===== src/rtl/snn_motor_decoder.sv =====
// snn_motor_decoder
//
// Takes the two output-neuron spike trains of the SNN core and turns them into
// a drive command and a PWM pair for the motor driver. Spikes are counted over
// fixed windows of enabled cycles. The latched rates produce a candidate
// command (STOP / FORWARD / LEFT / RIGHT) with a deadband. A debounce FSM then
// applies a new non-STOP command only after it has been the candidate for two
// windows in a row. STOP is always applied at once.
//
// Ports
//   clk       system clock, everything on the rising edge
//   rst       synchronous active-high reset
//   en        global enable; while low all state holds, spikes are ignored,
//             PWM outputs are 0 and win_done is 0
//   spike_in  [0] left output-neuron spike, [1] right output-neuron spike
//   pwm_l     left motor PWM
//   pwm_r     right motor PWM
//   dir_code  applied command: 00 STOP, 01 FORWARD, 10 LEFT, 11 RIGHT
//   rate_l    left spike count of the last completed window
//   rate_r    right spike count of the last completed window
//   win_done  one-cycle pulse when rate_l/rate_r have just been updated
module snn_motor_decoder #(
    parameter int WIN_LEN      = 256,
    parameter int CNT_W        = 9,
    parameter int MIN_RATE     = 4,
    parameter int DEADBAND     = 2,
    parameter int PWM_W        = 8,
    parameter int BASE_DUTY    = 160,
    parameter int TURN_DUTY_HI = 200,
    parameter int TURN_DUTY_LO = 64
) (
    input  logic             clk,
    input  logic             rst,
    input  logic             en,
    input  logic [1:0]       spike_in,
    output logic             pwm_l,
    output logic             pwm_r,
    output logic [1:0]       dir_code,
    output logic [CNT_W-1:0] rate_l,
    output logic [CNT_W-1:0] rate_r,
    output logic             win_done
);

    localparam int WCNT_W = (WIN_LEN > 2) ? $clog2(WIN_LEN) : 1;
    localparam logic [WCNT_W-1:0] WCNT_LAST = WCNT_W'(WIN_LEN - 1);
    localparam logic [CNT_W-1:0]  CNT_MAX   = '1;
    // Rate comparisons use one extra bit so rate + DEADBAND cannot wrap.
    localparam logic [CNT_W:0]    MIN_EXT   = (CNT_W + 1)'(MIN_RATE);
    localparam logic [CNT_W:0]    DB_EXT    = (CNT_W + 1)'(DEADBAND);
    localparam logic [PWM_W-1:0]  DUTY_BASE = PWM_W'(BASE_DUTY);
    localparam logic [PWM_W-1:0]  DUTY_HI   = PWM_W'(TURN_DUTY_HI);
    localparam logic [PWM_W-1:0]  DUTY_LO   = PWM_W'(TURN_DUTY_LO);
    localparam logic [PWM_W-1:0]  PCNT_LAST = '1;

    typedef enum logic [1:0] {
        ST_STOP  = 2'b00,
        ST_FWD   = 2'b01,
        ST_LEFT  = 2'b10,
        ST_RIGHT = 2'b11
    } dir_t;

    // ------------------------------------------------------------------
    // Window counter
    // ------------------------------------------------------------------
    logic [WCNT_W-1:0] wcnt_reg;
    logic              last_cycle;
    logic              win_done_reg;

    assign last_cycle = en && (wcnt_reg == WCNT_LAST);

    always_ff @(posedge clk) begin
        if (rst) begin
            wcnt_reg <= '0;
        end else if (en) begin
            if (last_cycle) begin
                wcnt_reg <= '0;
            end else begin
                wcnt_reg <= wcnt_reg + 1'b1;
            end
        end
    end

    // The pulse register holds through en-low cycles so the pending window
    // evaluation is never lost; the visible pulse is gated by en.
    always_ff @(posedge clk) begin
        if (rst) begin
            win_done_reg <= 1'b0;
        end else if (en) begin
            win_done_reg <= last_cycle;
        end
    end

    assign win_done = win_done_reg && en;

    // ------------------------------------------------------------------
    // Per-channel saturating spike counters and latched rates
    // ------------------------------------------------------------------
    genvar gi;
    generate
        for (gi = 0; gi < 2; gi++) begin : g_chan
            logic [CNT_W-1:0] cnt_reg;
            logic [CNT_W-1:0] cnt_next;
            logic [CNT_W-1:0] rate_reg;

            // cnt_next includes this cycle's spike, so the last window cycle
            // is counted when the rate is latched.
            always_comb begin
                cnt_next = cnt_reg;
                if (spike_in[gi] && (cnt_reg != CNT_MAX)) begin
                    cnt_next = cnt_reg + 1'b1;
                end
            end

            always_ff @(posedge clk) begin
                if (rst) begin
                    cnt_reg  <= '0;
                    rate_reg <= '0;
                end else if (en) begin
                    if (last_cycle) begin
                        rate_reg <= cnt_next;
                        cnt_reg  <= '0;
                    end else begin
                        cnt_reg  <= cnt_next;
                    end
                end
            end
        end
    endgenerate

    assign rate_l = g_chan[0].rate_reg;
    assign rate_r = g_chan[1].rate_reg;

    // ------------------------------------------------------------------
    // Candidate decision from the latched rates
    // ------------------------------------------------------------------
    logic [CNT_W:0] rl_ext;
    logic [CNT_W:0] rr_ext;
    dir_t           cand;

    always_comb begin
        rl_ext = {1'b0, rate_l};
        rr_ext = {1'b0, rate_r};
        if ((rl_ext < MIN_EXT) && (rr_ext < MIN_EXT)) begin
            cand = ST_STOP;
        end else if (rl_ext > (rr_ext + DB_EXT)) begin
            cand = ST_LEFT;
        end else if (rr_ext > (rl_ext + DB_EXT)) begin
            cand = ST_RIGHT;
        end else begin
            cand = ST_FWD;
        end
    end

    // ------------------------------------------------------------------
    // Debounce FSM: evaluated on the first enabled cycle after a window
    // closes, so state/dir_code change two cycles after the last window cycle.
    // ------------------------------------------------------------------
    dir_t state_reg;
    dir_t state_next;
    dir_t pending_reg;
    dir_t pending_next;
    logic eval;

    assign eval = en && win_done_reg;

    always_ff @(posedge clk) begin
        if (rst) begin
            state_reg   <= ST_STOP;
            pending_reg <= ST_STOP;
        end else begin
            state_reg   <= state_next;
            pending_reg <= pending_next;
        end
    end

    always_comb begin
        state_next   = state_reg;
        pending_next = pending_reg;
        if (eval) begin
            pending_next = cand;
            if (cand == ST_STOP) begin
                state_next = ST_STOP;
            end else if (cand == pending_reg) begin
                state_next = cand;
            end
        end
    end

    assign dir_code = state_reg;

    // ------------------------------------------------------------------
    // PWM generation
    // ------------------------------------------------------------------
    logic [PWM_W-1:0] pcnt_reg;
    logic [PWM_W-1:0] duty_l_next;
    logic [PWM_W-1:0] duty_r_next;
    logic [PWM_W-1:0] duty_l_reg;
    logic [PWM_W-1:0] duty_r_reg;

    always_comb begin
        duty_l_next = '0;
        duty_r_next = '0;
        case (state_reg)
            ST_FWD: begin
                duty_l_next = DUTY_BASE;
                duty_r_next = DUTY_BASE;
            end
            ST_LEFT: begin
                duty_l_next = DUTY_LO;
                duty_r_next = DUTY_HI;
            end
            ST_RIGHT: begin
                duty_l_next = DUTY_HI;
                duty_r_next = DUTY_LO;
            end
            default: begin
                duty_l_next = '0;
                duty_r_next = '0;
            end
        endcase
    end

    // Active duties only change at a period boundary, so a running period is
    // never cut short or stretched by a command change.
    always_ff @(posedge clk) begin
        if (rst) begin
            pcnt_reg   <= '0;
            duty_l_reg <= '0;
            duty_r_reg <= '0;
        end else if (en) begin
            pcnt_reg <= pcnt_reg + 1'b1;
            if (pcnt_reg == PCNT_LAST) begin
                duty_l_reg <= duty_l_next;
                duty_r_reg <= duty_r_next;
            end
        end
    end

    assign pwm_l = en && (pcnt_reg < duty_l_reg);
    assign pwm_r = en && (pcnt_reg < duty_r_reg);

endmodule


===== config.mk =====
export PLATFORM = sky130hd
export DESIGN_NAME = snn_motor_decoder
export DESIGN_NICKNAME = d
export VERILOG_FILES = /design/src/rtl/snn_motor_decoder.sv
export SDC_FILE = /design/constraint.sdc
export NUM_CORES = 1
export LEC_CHECK = 0
export ABC_AREA = 1
export CAP_MARGIN = 0
export CORE_MARGIN = 2
export CORE_UTILIZATION = 59
export DETAILED_ROUTE_END_ITERATION = 12
export GPL_ROUTABILITY_DRIVEN = 0
export HOLD_SLACK_MARGIN = 0.02
export PLACE_DENSITY = 0.8
export SLEW_MARGIN = 20
export SYNTH_ARGS = -nofsm -noshare
export SYNTH_HDL_FRONTEND = slang
export SYNTH_SLANG_ARGS = --single-unit

===== constraint.sdc =====
create_clock -name clk -period 3.1 [get_ports clk]
set_clock_uncertainty 0.15 [all_clocks]
set_input_delay 0.31 -clock clk [delete_from_list [all_inputs] [get_ports clk]]
set_output_delay 0.31 -clock clk [all_outputs]
set_load 0.02 [all_outputs]

; After elaboration in Yosys (flattened, before gate mapping)
; Cells that the tools add are included.
[word_totals]
in_bits = 5
out_inout_bits = 23
latchBits = 0
romBits = 0
register_bits = 73
mem_bits_rw = 0
mem_count = 0
[op_classes]
eq_ne = 8
shift = 0
n_div = 0
magnitude_cmp = 6
n_mul = 0
n_mux = 12
bitwise = 0
n_reduce_logical = 12
addsub = 6
[op_table]
columns = operator, count
row1 = case mux 8 bit (3 select lines), 2
row2 = 2-to-1 mux 9 bit, 4
row3 = adder 9 x 2 -> 10 bit (second input constant), 2
row4 = greater-than comparator 9 x 10 -> 1 bit, 2
row5 = adder 9 x 1 -> 9 bit (second input constant), 2
row6 = less-than comparator 9 x 3 -> 1 bit (second input constant), 2
row7 = != test 9 bit (second input constant), 2
row8 = adder 8 x 1 -> 8 bit (second input constant), 2
row9 = == test 8 bit (second input constant), 2
row10 = less-than comparator 8 bit, 2
row11 = 2-to-1 mux 2 bit, 5
row12 = 2-to-1 mux 8 bit, 1
row13 = logical AND 1 bit, 7
row14 = AND reduction 2 bit, 3
row15 = == test 2 bit (second input constant), 2
row16 = == test 2 x 1 -> 1 bit (second input constant), 1
row17 = == test 2 bit, 1
row18 = logical NOT 2 bit, 1
row19 = nonzero test 2 bit, 1

; Depth between registers and ports, before layout
; Gate-level depths: netlist (run 1).
[logic_depth]
ltp_word = 8
depth_mapped = 21
mapped_depth_nobuf = 21

; Worst setup path after synthesis (run 1)
; No wires, ideal clock.
[synth_path]
kind = register -> register
startpoint = register g_chan[1].rate_reg[3], in the netlist rate_r[3]
endpoint = register state_reg[1], in the netlist dir_code[1]
arrival_ns = 2.576
setup_time_ns = 0.067
path_slack_ns = 0.307
required_time_ns = 2.883
path_stages_with_launch = 18
cell_sequence = dfxtp_1 inv_1 nor3_1 nand3_1 nor3_1 xor2_1 ha_1 nand2_1 nor2_1 nand4_1 nand3_2 nand2_2 nand2_1 nand2_1 nand2_1 nand2_1 or2_1 a21oi_2
[synth_via]
elab_chain_cells = 7
[synth_rtl]
columns = element, line
row1 = from (decl), 103  ; logic [CNT_W-1:0] rate_reg;
row2 = from (signal assigned), 120  ; rate_reg <= cnt_next;
row3 = adder 9 x 2 -> 10 bit / greater-than comparator 9 x 10 -> 1 bit (equally long branches), "145, 147"
row4 = greater-than comparator 9 x 10 -> 1 bit / 2-to-1 mux 2 bit (equally long branches), "145, 147"
row5 = 2-to-1 mux 2 bit, 145  ; end else if (rl_ext > (rr_ext + DB_EXT)) begin
row6 = 2-to-1 mux 2 bit *, 143  ; if ((rl_ext < MIN_EXT) && (rr_ext < MIN_EXT)) begin
row7 = == test 2 bit / logical NOT 2 bit (equally long branches), "183, 181"
row8 = nonzero test 2 bit (no source line), --
row9 = AND reduction 2 bit (no source line), --
row10 = to (signal assigned), 171  ; state_reg <= state_next;
row11 = to (decl), 158  ; dir_t state_reg;
; Mark *: on every way between the ends. The rest lies on a longest branch, timed or not. The select of a mux whose other input is x is not followed.
; A chain may end at the register's enable or synchronous reset.

; Worst setup path in the final report (run 1)
[layout_path]
startpoint = register g_chan[1].rate_reg[2], in the netlist rate_r[2]
endpoint = register state_reg[1], in the netlist dir_code[1]
; The elaborated chain is that of the path after synthesis.

==> results of run 1 <==
==> worst paths after layout <==
check	from	to	slack (ns)	cells past startpoint
worst max-delay path	rate_r[2]$_SDFFE_PP0P_	dir_code[1]$_SDFFE_PP0P_	0.19	17
worst min-delay path	duty_l_reg[3]$_SDFFE_PP0P_	duty_l_reg[3]$_SDFFE_PP0P_	0.32	2
worst max register to register	rate_r[2]$_SDFFE_PP0P_	dir_code[1]$_SDFFE_PP0P_	0.19	17
worst min register to register	duty_l_reg[3]$_SDFFE_PP0P_	duty_l_reg[3]$_SDFFE_PP0P_	0.32	2
==> cells in the final DEF, fill, tap and decap left out, types with 2 or more instances in the layout <==
master / Yosys / routed
a31oi_1: 2 / 2
a211oi_1: 2 / 2
ha_1: 33 / 33
nor2_1: 35 / 34
o22ai_1: 10 / 10
inv_1: 64 / 64
inv_2: 3 / 3
dfxtp_1: 63 / 63
nand3_1: 28 / 28
clkinv_1: 2 / 2
clkdlybuf4s50_1: 0 / 27
nor2_2: 7 / 8
o21ai_0: 17 / 17
nor4_1: 2 / 2
nor3b_1: 2 / 2
clkinvlp_4: 0 / 2
buf_4: 2 / 7
a21oi_1: 36 / 36
nand2_1: 123 / 123
clkbuf_8: 0 / 10
xnor2_1: 9 / 9
nand3_2: 3 / 3
nand4_1: 6 / 6
nor2_4: 2 / 2
nor3_1: 10 / 8
xor2_1: 20 / 20
nand2_2: 5 / 5
nor3_2: 1 / 3
==> stage by stage <==
| step | util [%] | hold slack (ns) |
|---|---|---|
| 6_report | 71.0 | 0.323 |
| 5_1_grt | 71.0 | 0.353 |
| 4_1_cts | 70.8 | 0.326 |
| 3_5_place_dp | 67.4 | 0.312 |
| 3_3_place_gp | 67.4 | 0.305 |
| 2_1_floorplan | - | 0.283 |
==> power by group <==
part / leakage (nW) / total, mW / switching (mW) / internal [mW]
clock network: 0.0989 / 0.740 / 0.344 / 0.396
registers: 0.509 / 0.824 / 0.00743 / 0.817
logic: 1.12 / 0.0694 / 0.0465 / 0.0229
==> layer usage <==
layer / up-vias / wire [um]
li1: 1698 / -
met5: - / 0
met4: 0 / 118
met1: 1569 / 3730
met3: 12 / 343
met2: 59 / 4220
==> kinds of logic after synthesis <==
logic type | Yosys count | synth area share, %
AOI/OAI and AO/OA | 71 | 10.6
xor gates and xnor gates | 29 | 6.95
adders and majority gates | 33 | 11.3
buffers and inverters | 81 | 8.76
DFF | 63 | 34.5
and+or+nand+nor | 227 | 27.9
==> worst reg2reg max path, delay by kind of cell, from the launching register on <==
kind | cells | cell delay (ns)
buffers and inverters | 1 | 0.10
AO/OA/AOI/OAI | 1 | 0.12
adder cells (fa/ha/maj) | 1 | 0.32
AND/OR/NAND/NOR | 13 | 1.65
XOR/XNOR | 1 | 0.10
flip-flops | 1 | 0.43
==> final cells by class <==
class | count | area [um2] | share of cell area [%]
clock buffer | 10 | 138 | 3.25
clock inverter | 6 | 67.6 | 1.60
inverter | 69 | 259 | 6.12
multi-input combinational | 360 | 2090 | 49.4
sequential | 63 | 1260 | 29.8
tap | 75 | 93.8 | 2.22
timing repair buffer | 34 | 323 | 7.63
==> results.md, run 1 <==
* Max reg flops at 18
* Worst Path Class, Setup: flip-flop to flip-flop
* Final worst-path cycle share at 93.9%
* Async set-reset flop share out of synthesis at 0%
* Synth top cells by count: 123 x nand2_1, 64 x inv_1, 63 x dfxtp_1
* Worst Path Required at 3.23 ns
* Worst hold path type: flip-flop to flip-flop
* Initial antenna violation count at 0
* Placed insts at 601
* Clock insertion delay at the later pin of the skew report at 0.35 ns
* Dominant synthesized flop cell: dfxtp_1
* CTS Buf Count at 9
* Worst slew margin relative to its limit at 50.6%
* Yosys Warn Count at 0
* Max VDD drop at 0.550 mV
* Max stage delay on crit path at 0.43 ns
* Worst-case clock buffer depth at 2
* Syn Inst Count at 504
* Largest net degree at the start of global routing at 31
* Leakage at 1.73 nW
* Die ar. at 6840 um2
* Max-Cap Viols at 0
* Critical Path AT at 3.04 ns
* Row count at 28
* Max Freq at 0.343 GHz
* Syn Area/Cell at 7.26 um2
* Die height at 82.7 um
* Hold_buf cts at 0
* Synth top area cells: dfxtp_1 34%, nand2_1 13%, ha_1 11%
* Worst Tran Pin Value at 0.740 ns
* Post-DP Area at 4010 um2
* Setup crit start kind: flip-flop
* Endpoints failing setup at 0
* GR Util met2 at 46.1%
* Non-Filler Instances at 617
* DR vias/cell at 5.41
* CP Max Fanout at 5
* PnR worst setup slack at 0.189 ns
* Initial core utilization at 61.4%
* Fin area at 4230 um2
* Remaining global-route overflow at 0
* Worst-path cell chain: inv_1 > nor3_2 > nand3_1 > nor3_2 > xor2_1 > ha_1 > nand2_1 > nor2_2 > nand4_1 > nand3_2 > nand2_2 > nand2_1 > nand2_1 > nand2_1 > nand2_1 > or2_1 > a21oi_2
* Most common cell on crit path: nand2_1
* Dpl hpwl at 6170 um
* Worst path top cell family by delay: simple AND/OR/NAND/NOR gates
* Final Power at 1.63 mW
* Power Density at 386 nW/um2
* Most frequent cell after synthesis: nand2_1
* Slew Limit Fails at 0
* Post-synth top area share at 34.5%
* Layout cells sized above 1 at 9.23%
* Initial detailed-routing violation count at 143
* Vias at 3338
* Seq cells post-synth at 63
* Final Hold Fails at 0
* Syn-to-layout area delta at 15.7%
* Met1 global-route usage at 32.1%
* Critical path capture point type: flip-flop
* First-pass DRT Iterations at 4
* Syn_nets at 542
* H-tree depth at 3
* Top-Level Pins at 28
* Vias in the first global route at 3095
* Met3 global-route usage at 5.43%
* Global-route wire length before repair at 13700 um
* Fillers at 496
* Worst Path Buf+Inv at 1
* Status: finished clean
* Post-CTS setup buffer count at 0
* Yosys cell types at 35
* Total wire length at 8410 um
* Dpl ws at 0.118 ns
* # DRC at 0
* Seq/Total Area, Yosys at 34.5%
* Post-synthesis cell area at 3660 um2
* GRT Util Overall at 26.3%
* Post-synth EDFFs at 0
* GRT busiest layer: met2
* Root buf cell: clkbuf_8
* Nets at 575
* Port-buffer cells at 27
* Reg clk slew, reported paths at 0.08 ns
* Die Width at 82.7 um
* Setup TNS at 0 ns
* Post-cts resize count at 0
* N_diodes at 0
* Synth area leader: dfxtp_1
* Tmin final at 2.91 ns
* Sink Count at 63
* CTS tree: yes
* Drt wl/cell at 13.6 um
* CP max-delay cell: dfxtp_1
* Post-DRT Antenna Nets at 0
* Core Box Area at 5960 um2
No activity file was read; power rests on OpenSTA's default activity.
==> run 2, diff against run 1 <==
- CTS_CLUSTER_SIZE: unset -> 25
- PLACE_DENSITY: 0.8 -> unset
- PLACE_DENSITY_LB_ADDON: unset -> 0.08
- SLEW_MARGIN: 20 -> 30
==> run 2 against run 1 <==
Net effect:
- clock-buffer cell count increased by 2
- fmax increased by 2.4%
- design area decreased by 0.95%
- via count decreased by 2.6%
- setup slack improved by 0.068 ns
- non-clock buffer count decreased by 1
- critical path depth unchanged
- sequential share of layout area increased by 0.37 points
- power decreased by 6.2%
- wire length decreased by 4.6%
- critical path type unchanged
==> results.md, run 2 (synthesized netlist as in run 1, its figures left out) <==
* Unrepaired setup endpoints after global routing: false
* Drt wl/cell at 13.0 um
* PnR worst setup slack at 0.257 ns
* H-tree depth at 3
* Reg clk slew, reported paths at 0.07 ns
* Final Hold Fails at 0
* Max VDD drop at 0.272 mV
* Dpl ws at 0.163 ns
* Post-CTS setup buffer count at 0
* DR vias/cell at 5.29
* Root buf cell: clkbuf_8
* Core Box Area at 5960 um2
* Clock share of power at 41.8%
* Worst-case clock buffer depth at 2
* Dpl hpwl at 6020 um
* Max stage delay on crit path at 0.43 ns
* Power Density at 366 nW/um2
* First-pass DRT Iterations at 4
* Sw Ratio at 23.7%
* Max reg flops at 18
* # DRC at 0
* Die height at 82.7 um
* Worst R2R Path Depth at 17
* Clock insertion delay at the later pin of the skew report at 0.34 ns
* Leakage at 1.72 nW
* Commonest cells after routing, fill and taps aside: 123 x nand2_1, 64 x inv_1, 60 x dfxtp_1
* Worst-path cell chain: ha_1 > nand2_2 > nor2_4 > nand3_1 > xor2_1 > ha_1 > inv_1 > nor2_2 > nand4_1 > nand3_1 > nand2_1 > nand2_1 > nand2_1 > nand2_1 > nand2_1 > or2_1 > a21oi_2
* Vias at 3251
* Global-route wire length before repair at 13500 um
* Most common cell on crit path: nand2_1
* Port-buffer cells at 27
* Final worst-path cycle share at 91.7%
* Setup crit start kind: flip-flop
* Initial core utilization at 61.4%
* Setup TNS at 0 ns
* Combinational power share at 4.4%
* Placed insts at 600
* Post-layout util at 70.4%
* Sequential share of power at 53.8%
* Status: finished clean
* Vias in the first global route at 3115
* Worst Tran Pin Value at 0.711 ns
* Slew Limit Fails at 0
* Tmin final at 2.84 ns
* N_diodes at 0
* Critical path capture point type: flip-flop
* Pint at 1.17 mW
* Most common cell after layout, fill and taps aside: nand2_1
* WHS Path Cells at 2
* Worst Path Class, Setup: flip-flop to flip-flop
* Max-Cap Viols at 0
* Max Freq at 0.352 GHz
* Initial antenna violation count at 0
* CTS tree: yes
* Top-Level Pins at 28
* Crit. Startpoint: rate_l[2]$_SDFFE_PP0P_
* Largest net degree at the start of global routing at 31
* Worst hold path type: flip-flop to flip-flop
* Total wire length at 8030 um
* Die ar. at 6840 um2
* Layout cells sized above 1 at 9.07%
* CTS Buf Count at 9
* Sink Count at 63
* Worst Path Required at 3.23 ns
* CP max-delay cell: dfxtp_1
* Hold Startpoint: duty_l_reg[5]$_SDFFE_PP0P_
* NetSw at 364 uW
* GRT Util Overall at 25.9%
* Worst slew margin relative to its limit at 52.5%
* Initial detailed-routing violation count at 132
* Post-DRT Antenna Nets at 0
* CP Max Fanout at 6
* Nets at 574
* Syn-to-layout area delta at 14.6%
* Reg-to-Reg Start: rate_l[2]$_SDFFE_PP0P_
* Remaining global-route overflow at 0
* Endpoints failing setup at 0
* Row count at 28
* Non-Filler Instances at 615
* Die Width at 82.7 um
* Critical Path AT at 2.97 ns
## run 2: cell count changes in the layout (fill, tap and decap cells not counted), sizes merged
cell      change
clkbuf        +2
buf           -1
clkinv        +1
inv           -1
bufinv        -1
clkinvlp      -2
## run 2: worst paths after layout
path	endpoint	slack [ns]
max	dir_code[1]$_SDFFE_PP0P_	0.26
min	duty_l_reg[5]$_SDFFE_PP0P_	0.32
max reg2reg	dir_code[1]$_SDFFE_PP0P_	0.26
min reg2reg	duty_l_reg[5]$_SDFFE_PP0P_	0.32
## run 2: layout make-up
| type | count | area [um2] |
|---|---|---|
| clock buffers | 12 | 155 |
| clock inverters | 3 | 18.8 |
| repair buffers | 33 | 315 |
| inverters | 69 | 259 |
| fillers | 516 | 1770 |
| flip-flops and latches | 63 | 1260 |
| well taps | 75 | 93.8 |
| multi-input cells | 360 | 2080 |
## run 2: metal layers
metal | track usage, % | up-vias | part of all wire [%]
li1 | - | 1694 | -
met1 | 29.9 | 1492 | 45
met2 | 45.5 | 56 | 50
met3 | 6.09 | 9 | 3.4
met4 | 11.3 | 0 | 1.1
met5 | 0 | - | 0
## run 2: metrics by stage
stage / cell area, um2 / hold slack (ns) / total power [mW]
global placement: 4010 / 0.303 / 0.909
floorplan: 3660 / 0.283 / 0.890
global route: 4190 / 0.346 / 1.59
CTS: 4180 / 0.324 / 1.55
finish: 4190 / 0.320 / 1.53
detailed placement: 4010 / 0.313 / 0.910
## run 2: repair_timing
item,4_1_cts,5_1_grt
hold buffers,0,0
gates resized for setup,0,5
endpoints found under the setup margin,0,2
## run 2: power groups by stage
stage / registers, mW / clock network [mW] / logic (mW)
global placement: 0.842 / 0 / 0.0665
finish: 0.824 / 0.640 / 0.0677
global route: 0.825 / 0.689 / 0.0776
detailed placement: 0.843 / 0 / 0.0677
floorplan: 0.841 / 0 / 0.0491
CTS: 0.824 / 0.654 / 0.0678
## run 2: worst max-delay path: cells and delay by family (launching register included)
kind                     cells  cell delay (ns)
XOR/XNOR                     1             0.16
buffers and inverters        1             0.06
flip-flops                   1             0.43
AO/OA/AOI/OAI                1             0.12
adder cells (fa/ha/maj)      2             0.55
AND/OR/NAND/NOR             12             1.31
==> patch 1: new RTL, flow settings as in run 1 <==
Reset style: asynchronous (`rst`), changed in 5 clocked blocks. Comments in the files are not updated.
--- a/src/rtl/snn_motor_decoder.sv
+++ b/src/rtl/snn_motor_decoder.sv
@@ -68,7 +68,7 @@
 
     assign last_cycle = en && (wcnt_reg == WCNT_LAST);
 
-    always_ff @(posedge clk) begin
+    always_ff @(posedge clk or posedge rst) begin
         if (rst) begin
             wcnt_reg <= '0;
         end else if (en) begin
@@ -82,7 +82,7 @@
 
     // The pulse register holds through en-low cycles so the pending window
     // evaluation is never lost; the visible pulse is gated by en.
-    always_ff @(posedge clk) begin
+    always_ff @(posedge clk or posedge rst) begin
         if (rst) begin
             win_done_reg <= 1'b0;
         end else if (en) begin
@@ -111,7 +111,7 @@
                 end
             end
 
-            always_ff @(posedge clk) begin
+            always_ff @(posedge clk or posedge rst) begin
                 if (rst) begin
                     cnt_reg  <= '0;
                     rate_reg <= '0;
@@ -163,7 +163,7 @@
 
     assign eval = en && win_done_reg;
 
-    always_ff @(posedge clk) begin
+    always_ff @(posedge clk or posedge rst) begin
         if (rst) begin
             state_reg   <= ST_STOP;
             pending_reg <= ST_STOP;
@@ -222,7 +222,7 @@
 
     // Active duties only change at a period boundary, so a running period is
     // never cut short or stretched by a command change.
-    always_ff @(posedge clk) begin
+    always_ff @(posedge clk or posedge rst) begin
         if (rst) begin
             pcnt_reg   <= '0;
             duty_l_reg <= '0;
Formal check against the unedited RTL: same outputs for any inputs over 10 cycles, from zero or initial values and one cycle with rst high; that may be too few to reach the edited logic, so the function may still have changed.
==> patch 1 against run 1 <==
- sequential cell count unchanged
- area after synthesis increased by 5.0%
- global-route usage decreased by 0.43 points
- cell area increased by 5.5%
- fmax increased by 0.85%
- setup slack improved by 25 ps
- routed wire length decreased by 0.21%
Power is not compared: it rests on default switching activity, and its combinational part moved more than twofold at a synthesized area within 25%.
==> patch 1: results <==
global_route:
  track_usage: 0.2586
  grt_pass1_wl_um: 14820
  grt_pass1_vias: 3266
setup_path:
  r2r-end: "dir_code[1]$_DFFE_PP0P_"
  r2r_setup_slack_ps: 280
  timing.rr.start: "rate_r[3]$_DFFE_PP0P_"
  cp_slowest_cell: "clkdlybuf4s50_1"
  crit_arrival_ps: 2430
  startpoint: "pcnt_reg[5]$_DFFE_PP0P_"
  cpPeakStageDelay_ps: 680
yosys:
  synth_cells: 485
  syn-num-nets: 523
  synth_seq_area_share: 0.4104
  yosysUniqueCellTypes: 30
  synth-xor-area-share: 0.06840
placement:
  place_inst: 586
  pre_cts_slack_ps: 234.1
  dpl_cell_area_um2: 4213
finish:
  drive_gt1_frac: 0.07810
  final-nonclk-buf-share: 0.07063
  regArea_um2: 1577
  fill_cells: 491
  clk_share: 0.05521
die:
  die_w_um: 84.69
sta:
  whs_ps: 152.6
  fin_crit_sh: 0.9312
routing:
  viasPerCell: 5.375
  vias: 3236
  drt_iter0_drc: 185
  dr.pass1.iters: 5
status:
  status: "finished clean"
pwr:
  p_total_uw: 2445
worst_hold_path:
  hp-class: "in -> async"
==> patch 1: changes by cell type after synthesis, sizes merged, moves of 5 or more <==
cell,run 1,this run
nand2,129,137
nor2,44,27
nor3,12,5
o21ai,17,35
a21oi,37,12
dfrtp,0,63
dfxtp,63,0
inv,67,72
==> patch 1: metal layers <==
metal / global-route usage / routed length, um / vias to the layer above
met2: 0.4123 / 4096 / 55
met4: 0.1082 / 146 / 0
met3: 0.03540 / 258 / 13
met1: 0.3565 / 3894 / 1542
met5: 0 / 0 / -
li1: - / - / 1626
==> patch 1: worst max-delay path by stage <==
stage | end | depth (start not counted)
2_1_floorplan | dir_code[0]$_DFFE_PP0P_ | 21
3_3_place_gp | dir_code[0]$_DFFE_PP0P_ | 21
3_5_place_dp | dir_code[1]$_DFFE_PP0P_ | 21
4_1_cts | pwm_l | 6
5_1_grt | dir_code[1]$_DFFE_PP0P_ | 21
6_report | pwm_l | 6
==> patch 2: new RTL, config.mk and constraints of run 1 <==
Without the edit above. Set the parameter `PWM_W` to 6 (it was 8).
--- a/src/rtl/snn_motor_decoder.sv
+++ b/src/rtl/snn_motor_decoder.sv
@@ -24,7 +24,7 @@
     parameter int CNT_W        = 9,
     parameter int MIN_RATE     = 4,
     parameter int DEADBAND     = 2,
-    parameter int PWM_W        = 8,
+    parameter int PWM_W        = 6,
     parameter int BASE_DUTY    = 160,
     parameter int TURN_DUTY_HI = 200,
     parameter int TURN_DUTY_LO = 64
Function: same outputs for any inputs over 10 cycles, from zero or initial values and one cycle with rst high; that may be too few to reach the edited logic, so the function may still have changed.
==> patch 2 against run 1 <==
- worst hold slack better by 0.91 ps
- largest cell class unchanged
- critical path depth unchanged
- first-iteration DRC count up 43%
- synthesized cell count down 6.3%
- cell area down 6.0%
- utilization up 1.2 points
- critical path type unchanged
- sequential cell count down 5
- routed wire length down 8.5%
- area after synthesis down 7.7%
- combinational power down 0.9%
- setup slack better by 90 ps
- total power down 2.1%
==> patch 2: results <==
status:
  status: "finished clean"
placement:
  dpl_cell_area_um2: 3722
  hpwlAfterDp_um: 5628
  place_inst: 565
  pre_cts_slack_ps: 149.3
finish:
  multi_input_area_share: 0.4844
  regArea_um2: 1164
  fill_cells: 446
  inverters_excl_clock: 67
  nMultiInputCombCells: 336
  final-nonclk-buf-share: 0.08058
  clk_share: 0.05603
setup_path:
  timing.rr.start: "rate_r[1]$_SDFFE_PP0P_"
  cpPeakStageDelay_ps: 390
pwr:
  powerComb_uw: 68.8
  power.internal_uw: 1254
  p_leak_uw: 0.001641
  pg_seq_uw: 760
  powerDensity_nw_per_um2: 402.1
cts:
  clock_sinks: 58
  clk_pin_slew_ps: 60
routing:
  drt_iter0_drc: 204
  viasPerCell: 5.400
  dr.pass1.iters: 5
  wl_per_cell_um: 13.27
yosys:
  syn-num-nets: 503
  synth_compound_area_frac: 0.09670
  syn_area_per_cell_um2: 7.155
  synth_area_leaders: "dfxtp_1 34%, nand2_1 13%, ha_1 9.6%"
  yosysUniqueCellTypes: 32
global_route:
  grt_pass1_vias: 2975
  grt_max_degree: 30
  grt_pass1_wl_um: 13030
sta:
  worst_slew_pin_slew_ps: 545.9
[patch 2: changes by cell type after synthesis, moves of 3 or more]
| cell | change |
|---|---|
| nor2_4 | +3 |
| o21ai_0 | -6 |
| dfxtp_1 | -5 |
| nor2_1 | -3 |
| ha_1 | -7 |
| nand2_1 | -4 |
| nand3_1 | +3 |
[patch 2: timing repair]
item | CTS | global route
gates resized for setup | 0 | 8
endpoints found under the setup margin | 0 | 2
hold buffers | 0 | 0
[patch 2: metal layers]
metal	share of wire	track usage	vias to the layer above
li1	-	-	1579
met1	0.44	0.3241	1444
met2	0.49	0.4462	93
met3	0.051	0.06335	16
met4	0.019	0.1017	0
met5	0	0	-
[patch 2: path summary, 6_finish.rpt]
check                          endpoint  slack, ps
max            dir_code[1]$_SDFFE_PP0P_        280
min          duty_l_reg[3]$_SDFFE_PP0P_        320
max reg2reg    dir_code[1]$_SDFFE_PP0P_        280
min reg2reg  duty_l_reg[3]$_SDFFE_PP0P_        320
